===== src/rtl/game_sequencer.sv =====
// Mastermind-style turn sequencer: snapshot a guess, score it in 14 cycles (store, 4 exact, 8 colour, result).
// Buttons are dropped while scoring is busy; all outputs are registered.
module game_sequencer #(
  parameter int MAX_TURNS = 8,
  parameter int COLOR_W   = 3
) (
  input  logic               clk,
  input  logic               reset,
  input  logic               btn_select,
  input  logic               btn_mode,
  input  logic [COLOR_W-1:0] guess3,
  input  logic [COLOR_W-1:0] guess2,
  input  logic [COLOR_W-1:0] guess1,
  input  logic [COLOR_W-1:0] guess0,
  input  logic [COLOR_W-1:0] secret3,
  input  logic [COLOR_W-1:0] secret2,
  input  logic [COLOR_W-1:0] secret1,
  input  logic [COLOR_W-1:0] secret0,
  output logic               mode,
  output logic               store,
  output logic               new_game,
  output logic [3:0]         turn,
  output logic [2:0]         exact,
  output logic [2:0]         partial,
  output logic               score_valid,
  output logic               busy,
  output logic               win,
  output logic               lose
);

  localparam logic [2:0] ENTRY     = 3'd0;
  localparam logic [2:0] CAPTURE   = 3'd1;
  localparam logic [2:0] SCORE_EX  = 3'd2;
  localparam logic [2:0] SCORE_COL = 3'd3;
  localparam logic [2:0] RESULT    = 3'd4;
  localparam logic [2:0] BROWSE    = 3'd5;
  localparam logic [2:0] WIN       = 3'd6;
  localparam logic [2:0] LOSE      = 3'd7;

  // Colour index is 3 bits (8 scoring cycles); widen both sides for the compare.
  localparam int CW = (COLOR_W > 3) ? COLOR_W : 3;

  logic [2:0]                state;
  logic [3:0][COLOR_W-1:0]   g_snap;
  logic [3:0][COLOR_W-1:0]   s_snap;
  logic [2:0]                idx;
  logic [2:0]                exact_acc;
  logic [2:0]                common_acc;

  logic                      peg_match;
  logic [2:0]                g_cnt;
  logic [2:0]                s_cnt;
  logic [2:0]                col_min;
  logic [3:0]                turn_inc;

  assign peg_match = (g_snap[idx[1:0]] == s_snap[idx[1:0]]);
  assign turn_inc  = turn + 4'd1;

  // Occurrences of colour idx in each snapshot; the smaller count is the common overlap.
  always_comb begin
    g_cnt = 3'd0;
    s_cnt = 3'd0;
    for (int i = 0; i < 4; i++) begin
      if (CW'(g_snap[i]) == CW'(idx)) g_cnt = g_cnt + 3'd1;
      if (CW'(s_snap[i]) == CW'(idx)) s_cnt = s_cnt + 3'd1;
    end
    col_min = (g_cnt < s_cnt) ? g_cnt : s_cnt;
  end

  always_ff @(posedge clk or negedge reset) begin
    if (!reset) begin
      state       <= ENTRY;
      g_snap      <= '0;
      s_snap      <= '0;
      idx         <= 3'd0;
      exact_acc   <= 3'd0;
      common_acc  <= 3'd0;
      mode        <= 1'b0;
      store       <= 1'b0;
      new_game    <= 1'b0;
      turn        <= 4'd0;
      exact       <= 3'd0;
      partial     <= 3'd0;
      score_valid <= 1'b0;
      busy        <= 1'b0;
      win         <= 1'b0;
      lose        <= 1'b0;
    end else begin
      store    <= 1'b0;
      new_game <= 1'b0;
      case (state)
        ENTRY: begin
          if (btn_select) begin
            g_snap      <= {guess3, guess2, guess1, guess0};
            s_snap      <= {secret3, secret2, secret1, secret0};
            idx         <= 3'd0;
            exact_acc   <= 3'd0;
            common_acc  <= 3'd0;
            store       <= 1'b1;
            busy        <= 1'b1;
            score_valid <= 1'b0;
            state       <= CAPTURE;
          end else if (btn_mode && (turn != 4'd0)) begin
            mode  <= 1'b1;
            state <= BROWSE;
          end
        end
        CAPTURE: begin
          idx   <= 3'd0;
          state <= SCORE_EX;
        end
        SCORE_EX: begin
          exact_acc <= exact_acc + {2'b00, peg_match};
          if (idx == 3'd3) begin
            idx   <= 3'd0;
            state <= SCORE_COL;
          end else begin
            idx <= idx + 3'd1;
          end
        end
        SCORE_COL: begin
          common_acc <= common_acc + col_min;
          if (idx == 3'd7) begin
            idx   <= 3'd0;
            state <= RESULT;
          end else begin
            idx <= idx + 3'd1;
          end
        end
        RESULT: begin
          exact       <= exact_acc;
          partial     <= common_acc - exact_acc;
          score_valid <= 1'b1;
          turn        <= turn_inc;
          busy        <= 1'b0;
          // A full match wins even when it lands on the last allowed turn.
          if (exact_acc == 3'd4) begin
            win   <= 1'b1;
            state <= WIN;
          end else if (turn_inc == 4'(MAX_TURNS)) begin
            lose  <= 1'b1;
            state <= LOSE;
          end else begin
            state <= ENTRY;
          end
        end
        BROWSE: begin
          if (btn_mode) begin
            mode  <= 1'b0;
            state <= ENTRY;
          end
        end
        WIN, LOSE: begin
          if (btn_select) begin
            new_game    <= 1'b1;
            turn        <= 4'd0;
            exact       <= 3'd0;
            partial     <= 3'd0;
            score_valid <= 1'b0;
            win         <= 1'b0;
            lose        <= 1'b0;
            mode        <= 1'b0;
            state       <= ENTRY;
          end else if (btn_mode) begin
            mode <= ~mode;
          end
        end
        default: state <= ENTRY;
      endcase
    end
  end

endmodule


===== config.mk =====
export PLATFORM = sky130hd
export DESIGN_NAME = game_sequencer
export DESIGN_NICKNAME = d
export VERILOG_FILES = /design/src/rtl/game_sequencer.sv
export SDC_FILE = /design/constraint.sdc
export NUM_CORES = 1
export LEC_CHECK = 0
export ABC_CLOCK_PERIOD_IN_PS = 5700
export CAP_MARGIN = 20
export CORE_MARGIN = 2
export CORE_UTILIZATION = 50
export DETAILED_ROUTE_END_ITERATION = 7
export HOLD_SLACK_MARGIN = 0.02
export PLACE_DENSITY = 0.74
export SETUP_SLACK_MARGIN = 0.15
export SLEW_MARGIN = 20
export SYNTH_ARGS = -nofsm -noshare
export SYNTH_HDL_FRONTEND = slang
export SYNTH_SLANG_ARGS = --single-unit
export TNS_END_PERCENT = 30

===== constraint.sdc =====
create_clock -name clk -period 5.7 [get_ports clk]
set_clock_uncertainty 0.2 [all_clocks]
set_input_delay 1.14 -clock clk [delete_from_list [all_inputs] [get_ports clk]]
set_output_delay 1.14 -clock clk [all_outputs]
set_load 0.05 [all_outputs]

* After elaboration in Yosys (flattened, before gate mapping)
Index checks and enable logic that the tools add are counted.
** Operators by class
- $add $sub $neg :: 11
- Magnitude comparators :: 2
- Eq/ne operators :: 33
- Mux-type cells :: 49
- Bitwise operators :: 1
- Reduce and logical (&&, ||, !) cells :: 23
** Operators by type and width (count)
- $mux W3 :: 19
- $eq A3 B3 Y1 :: 9
- $pmux W3 S2 :: 4
- $add A3 B1 Y3 const B :: 7
- $pmux W3 S7 :: 1
- $ne A2 B2 Y1 const B :: 10
- $eq A3 B3 Y1 const B :: 6
- $mux W1 :: 15
- $reduce_and A2 Y1 :: 7
- $bmux W3 S2 :: 2
- $pmux W3 S4 :: 1
- $reduce_and A5 Y1 :: 2
- $reduce_bool A2 Y1 :: 5
- $eq A3 B2 Y1 const B :: 3
- $pmux W1 S2 :: 4
- $pmux W4 S2 :: 1
- $reduce_bool A4 Y1 :: 2
- $ne A3 B3 Y1 const B :: 2
- $add A4 B1 Y4 const B :: 1
- $eq A4 B4 Y1 const B :: 1
- $mux W4 :: 1
- $reduce_and A4 Y1 :: 1
- $add A3 B1 Y3 :: 1
- $add A3 B3 Y3 :: 1
- 13 further kinds :: 13
** Word-level totals
- Register bits :: 53
- Input port bits :: 28
- Output and inout port bits :: 17
- Logic and storage cells :: 141

* Depth between registers and ports, before layout
- Word-level depth :: 12
- Depth in mapped cells :: 20
- Gate-level depth less buffers :: 18

* Worst setup path after synthesis
No wires, ideal clock.
- Path type :: register to register
- From :: register idx[1]
- To :: register common_acc[2]
- Library setup time :: 0.121 ns
- Data arrival time :: 4.008 ns
- Slack :: 1.371 ns
- Cell stages (with the launch flop) :: 20
- Path buffers :: 2
- Path through :: dfrtp_1 -> buf_2 -> buf_1 -> xnor2_1 -> and3_1 -> ha_1 -> or4_4 -> nand2_1 -> ha_1 -> nand4_1 -> xnor2_1 -> ha_1 -> inv_1 -> a21oi_1 -> a21boi_0 -> nor2_1 -> ha_1 -> fa_1 -> xnor2_1 -> a22o_1
** On the way
- Longest elaborated chain between the ends :: 12
- Elaborated cells between the ends (all ways) :: 26
** Ends and longest elaborated chain
- start, declared :: line 46 : logic [2:0] idx;
- start signal, assigned :: line 118 : idx <= idx + 3'd1;
- start signal, assigned :: line 127 : idx <= idx + 3'd1;
- $eq A3 B3 Y1, on equally long branches :: line 64, 65
- $mux W1, on equally long branches :: line 64, 65
- $add A3 B1 Y3, on equally long branches :: line 64, 65
- $mux W3, on equally long branches :: line 64, 65
- $add A3 B1 Y3, on equally long branches :: line 64, 65
- $mux W3, on equally long branches :: line 64, 65
- $add A3 B1 Y3, on equally long branches :: line 64, 65
- $mux W3, on equally long branches :: line 64, 65
- $lt A3 B3 Y1 :: line 67 : col_min = (g_cnt < s_cnt) ? g_cnt : s_cnt;
- $mux W3 * :: line 67
- $add A3 B3 Y3 * :: line 122 : common_acc <= common_acc + col_min;
- $pmux W3 S2 * :: line 91 : case (state)
- end signal, assigned :: line 122
- end, declared :: line 48 : logic [2:0] common_acc;
Every way passes the cells marked *; elsewhere a longest branch is shown, timed or not.
A chain may end at the register's enable or synchronous reset.

* Final worst setup path
- From :: register idx[0]
- To :: register common_acc[2]
Same word-level chain as after synthesis.

==> summary.md <==
| Metric | Value |
|---|---|
| Data arrival, critical path | about 4.5 ns |
| Wl on met1 | slightly above 3 mm |
| First-pass GRT wire length | 10.6 mm |
| Max Used Layer | met4 |
| All-Layer GR Usage | 0.184 |
| Die X | 84.2 um |
| Final nets | 397 |
| Flop pwr share | 0.345 |
| Commonest non-fill, non-tap cells in the layout | dfrtp_1, clkdlybuf4s50_1, xnor2_1, mux2_2, o21ai_0 |
| 1st-iter DRT viols | 115 |
| Most used DFF post-synth | dfrtp_1 |
| Synth async-reset ratio | 1.00 |
| Synthesized area | around 0.0032 mm^2 |
| H-tree levels | 2 |
| Synth Area in Compound Gates | 0.105 |
| Run status | finished, final reports clean |
| CP Max Fanout | 17 |
| Hold buffers post-CTS | 0 |
| Crit Path Class | flop to flop |
| Drt pass-1 iters | 5 |
| Post-CTS Resized | 0 |
| Setup Fix Bufs, Post-CTS | 0 |
| Fill cell count | between 500 and 600 |
| Grt ovf | 0 |
| Syn Nets | between 300 and 400 |
| Initial antenna violation count | 0 |
| Sequential element share of the synthesized area | 0.412 |
| P_leak | approximately 0.0017 uW |
| Maxcap violations | 0 |
| Post-synthesis mux area share | 0.119 |
| Post-synthesis register bit count | 53 |
| FMAX | 223 MHz |
| DIE AREA | 0.00709 mm^2 |
| Slowest CP cell | dfrtp_1 |
| Detailed placement HPWL | 4.47 mm |
| Endpoints failing hold | 0 |
| Routability cong. | about 0.81 |
| Max-slew violations | 0 |
| Setup crit end kind | flop |
| WL per Instance | 14.2 um |
| Final WS setup | 1.21 ns |
| Synth cell types | 45 |
| P&R area growth vs syn | 17.8% |
| # IOs | between 40 and 50 |
| Largest net degree at the start of global routing | between 50 and 60 |
| Post-route clock period utilization | 0.788 |
| Register area | 0.00133 mm^2 |
| Worst-path cell chain | xnor2_1 > nand3_1 > inv_1 > ha_1 > or4_4 > nand2_1 > ha_1 > nand4_1 > xnor2_1 > ha_1 > inv_1 > a21oi_1 > a21boi_0 > nor2_1 > ha_1 > fa_1 > xnor2_1 > a22o_1 |
| Final ANT Viol Nets | 0 |
| Vias in the first global route | 2246 |
| Clock tree sinks | 53 |
| CTS Buf Count | 5 |
| Slew Limit Headroom | 0.337 |
| Switching Fraction | 0.444 |
| Clock Pin Slew Worst Setup and Hold Paths | roughly 0.1 ns |
| VDD IR-drop max | 267 uV |
| # setup viols final | 0 |
| Worst slew pin tran | just under 1 ns |
| CTS Root Cell | clkbuf_8 |
| Post-synth EDFFs | 0 |
| Initial Util | 0.512 |
| WL met2 | 2.77 mm |
| Clk buf depth | 2 |
| Most common cell after layout, fill and taps aside | dfrtp_1 |
| Total Routed Length | 6.06 mm |
| Critical path startpoint category | flop |
| Pre-CTS setup slack | 1.24 ns |
| Cell-internal power | 1210 uW |
| Sw Pwr | 971 uW |
| Cell Pwr Density | 577 mW/mm^2 |
| RSZ-0062 raised after global routing | false |
| Main combinational cell family by area after synthesis | simple AND/OR/NAND/NOR gates |
| Routed via count | around 2300 |
| Drc violations | 0 |
| Gate Count Post-Synth | 308 |
| Ant diodes | 0 |
| Worst-Skew Late Latency | 0.31 ns |
| I/O Buffers | 44 |
| Core area | 0.00628 mm^2 |
| Worst Hold Slack | 0.292 ns |
| Hold crit path type | flop to flop |
| Most used cell, CP | ha_1 |
| Worst path required time | approximately 5.7 ns |
| # rows | 29 |
| Via/cell ratio | roughly 5.4 |
| Height of the chip | 84.2 um |
| CTS tree | built |
| Total negative slack | 0 ns |
| Syn Area/Cell | 10.4 um^2 |
| Slowest stage delay, CP | 0.78 ns |
| Met3 WL | approximately 140 um |
| Share of cells above drive strength 1 | 0.112 |
| Area share of xor/xnor cells in the synthesized design | 0.109 |
| Warnings, synthesis | 0 |
| Area of the multi-input gates | between 0.0015 and 0.002 mm^2 |
| Simple-gate area share of the yosys netlist | 0.123 |
| Combinational share of power | 0.555 |
| Clk network pwr share | 0.100 |
| Clock period minus worst slack | 4.49 ns |
| Post-synthesis adder-cell area fraction | 0.0902 |
logic make-up (layout without fill, tap and decap cells):
kind of cell	after synthesis	in the layout
AND/OR/NAND/NOR	77	77
flip-flops	53	53
AO/OA/AOI/OAI	53	53
multiplexers	32	32
buffers and inverters	31	71
adder cells (fa/ha/maj)	22	22
XOR/XNOR	40	40
synth_stat cells (2+ instances only):
master	number	area, um^2
xor2_1	13	114
nand3_1	8	40.0
nand2_1	22	82.6
nand3b_1	3	22.5
nor2_1	13	48.8
nand2b_1	4	25.0
a21oi_1	7	35.0
mux2_2	25	282
inv_1	17	63.8
nor3b_1	3	22.5
dfrtp_1	53	1330
nand4_1	2	12.5
nor2b_1	2	12.5
mux4_1	2	52.6
buf_6	2	22.5
xnor2_1	27	236
a22o_1	10	87.6
clkbuf_1	10	37.5
nor3_1	5	25.0
fa_1	2	40.0
mux2i_1	5	50.1
ha_1	20	250
and3_1	5	31.3
o21ai_0	23	115
or3_1	2	12.5
o31ai_1	3	22.5
and2_1	2	12.5
critical path, delay by kind of cell (launching register included):
| kind | cells | cell delay (ns) |
|---|---|---|
| buf+inv | 2 | 0.14 |
| compound gates | 3 | 0.61 |
| xor+xnor | 3 | 0.49 |
| fa+ha+maj | 5 | 1.24 |
| flops | 1 | 0.78 |
| simple gates | 5 | 0.92 |
layer usage:
metal / vias to the layer above / global-route usage
met5: - / 0
met4: 0 / 0.0557
met3: 7 / 0.0315
met2: 26 / 0.281
met1: 1126 / 0.271
li1: 1151 / -
metrics by stage:
| stage | std cells | utilization | power [uW] | cell area [um^2] |
|---|---|---|---|---|
| 2_1_floorplan | 308 | - | 1690 | 3220 |
| 3_3_place_gp | 417 | 0.590 | 1950 | 3700 |
| 3_5_place_dp | 417 | 0.590 | 1980 | 3700 |
| 4_1_cts | 425 | 0.604 | 2210 | 3790 |
| 5_1_grt | 425 | 0.604 | 2380 | 3790 |
| 6_report | 425 | 0.604 | 2180 | 3790 |
registers in the layout, summed over array words and instances (netlist names), 3 cells and up:
| name | count |
|---|---|
| idx | 3 |
| g_snap | 12 |
| common_acc | 3 |
| state | 3 |
| turn | 4 |
| s_snap | 12 |
| partial | 3 |
| exact_acc | 3 |
| exact | 3 |
final cells by class:
type | instances | area share
Clock inverter | 2 | 0.00396
Inverter | 17 | 0.0168
Sequential cell | 53 | 0.350
Tap cell | 77 | 0.0254
Clock buffer | 6 | 0.0192
Multi-Input combinational cell | 224 | 0.466
Timing Repair Buffer | 46 | 0.119
power by group through the flow:
stage | Clock (uW) | Combinational (uW) | Sequential [uW]
global route | 238 | 1360 | 786
finish | 219 | 1210 | 753
detailed placement | 0 | 1220 | 762
CTS | 225 | 1220 | 755
global placement | 0 | 1190 | 761
floorplan | 0 | 881 | 808
worst paths after layout:
path / start / end / slack [ns] / depth (start not counted)
worst max-delay path: idx[0] / common_acc[2] / 1.21 / 18
worst min-delay path: lose / lose / 0.29 / 2
worst max register to register: idx[0] / common_acc[2] / 1.21 / 18
worst min register to register: lose / lose / 0.29 / 2
max in group asynchronous: reset / g_snap[11] / 4.13 / 2
min in group asynchronous: reset / lose / 0.73 / 2
Note: power is estimated with default switching activity, not from simulation.
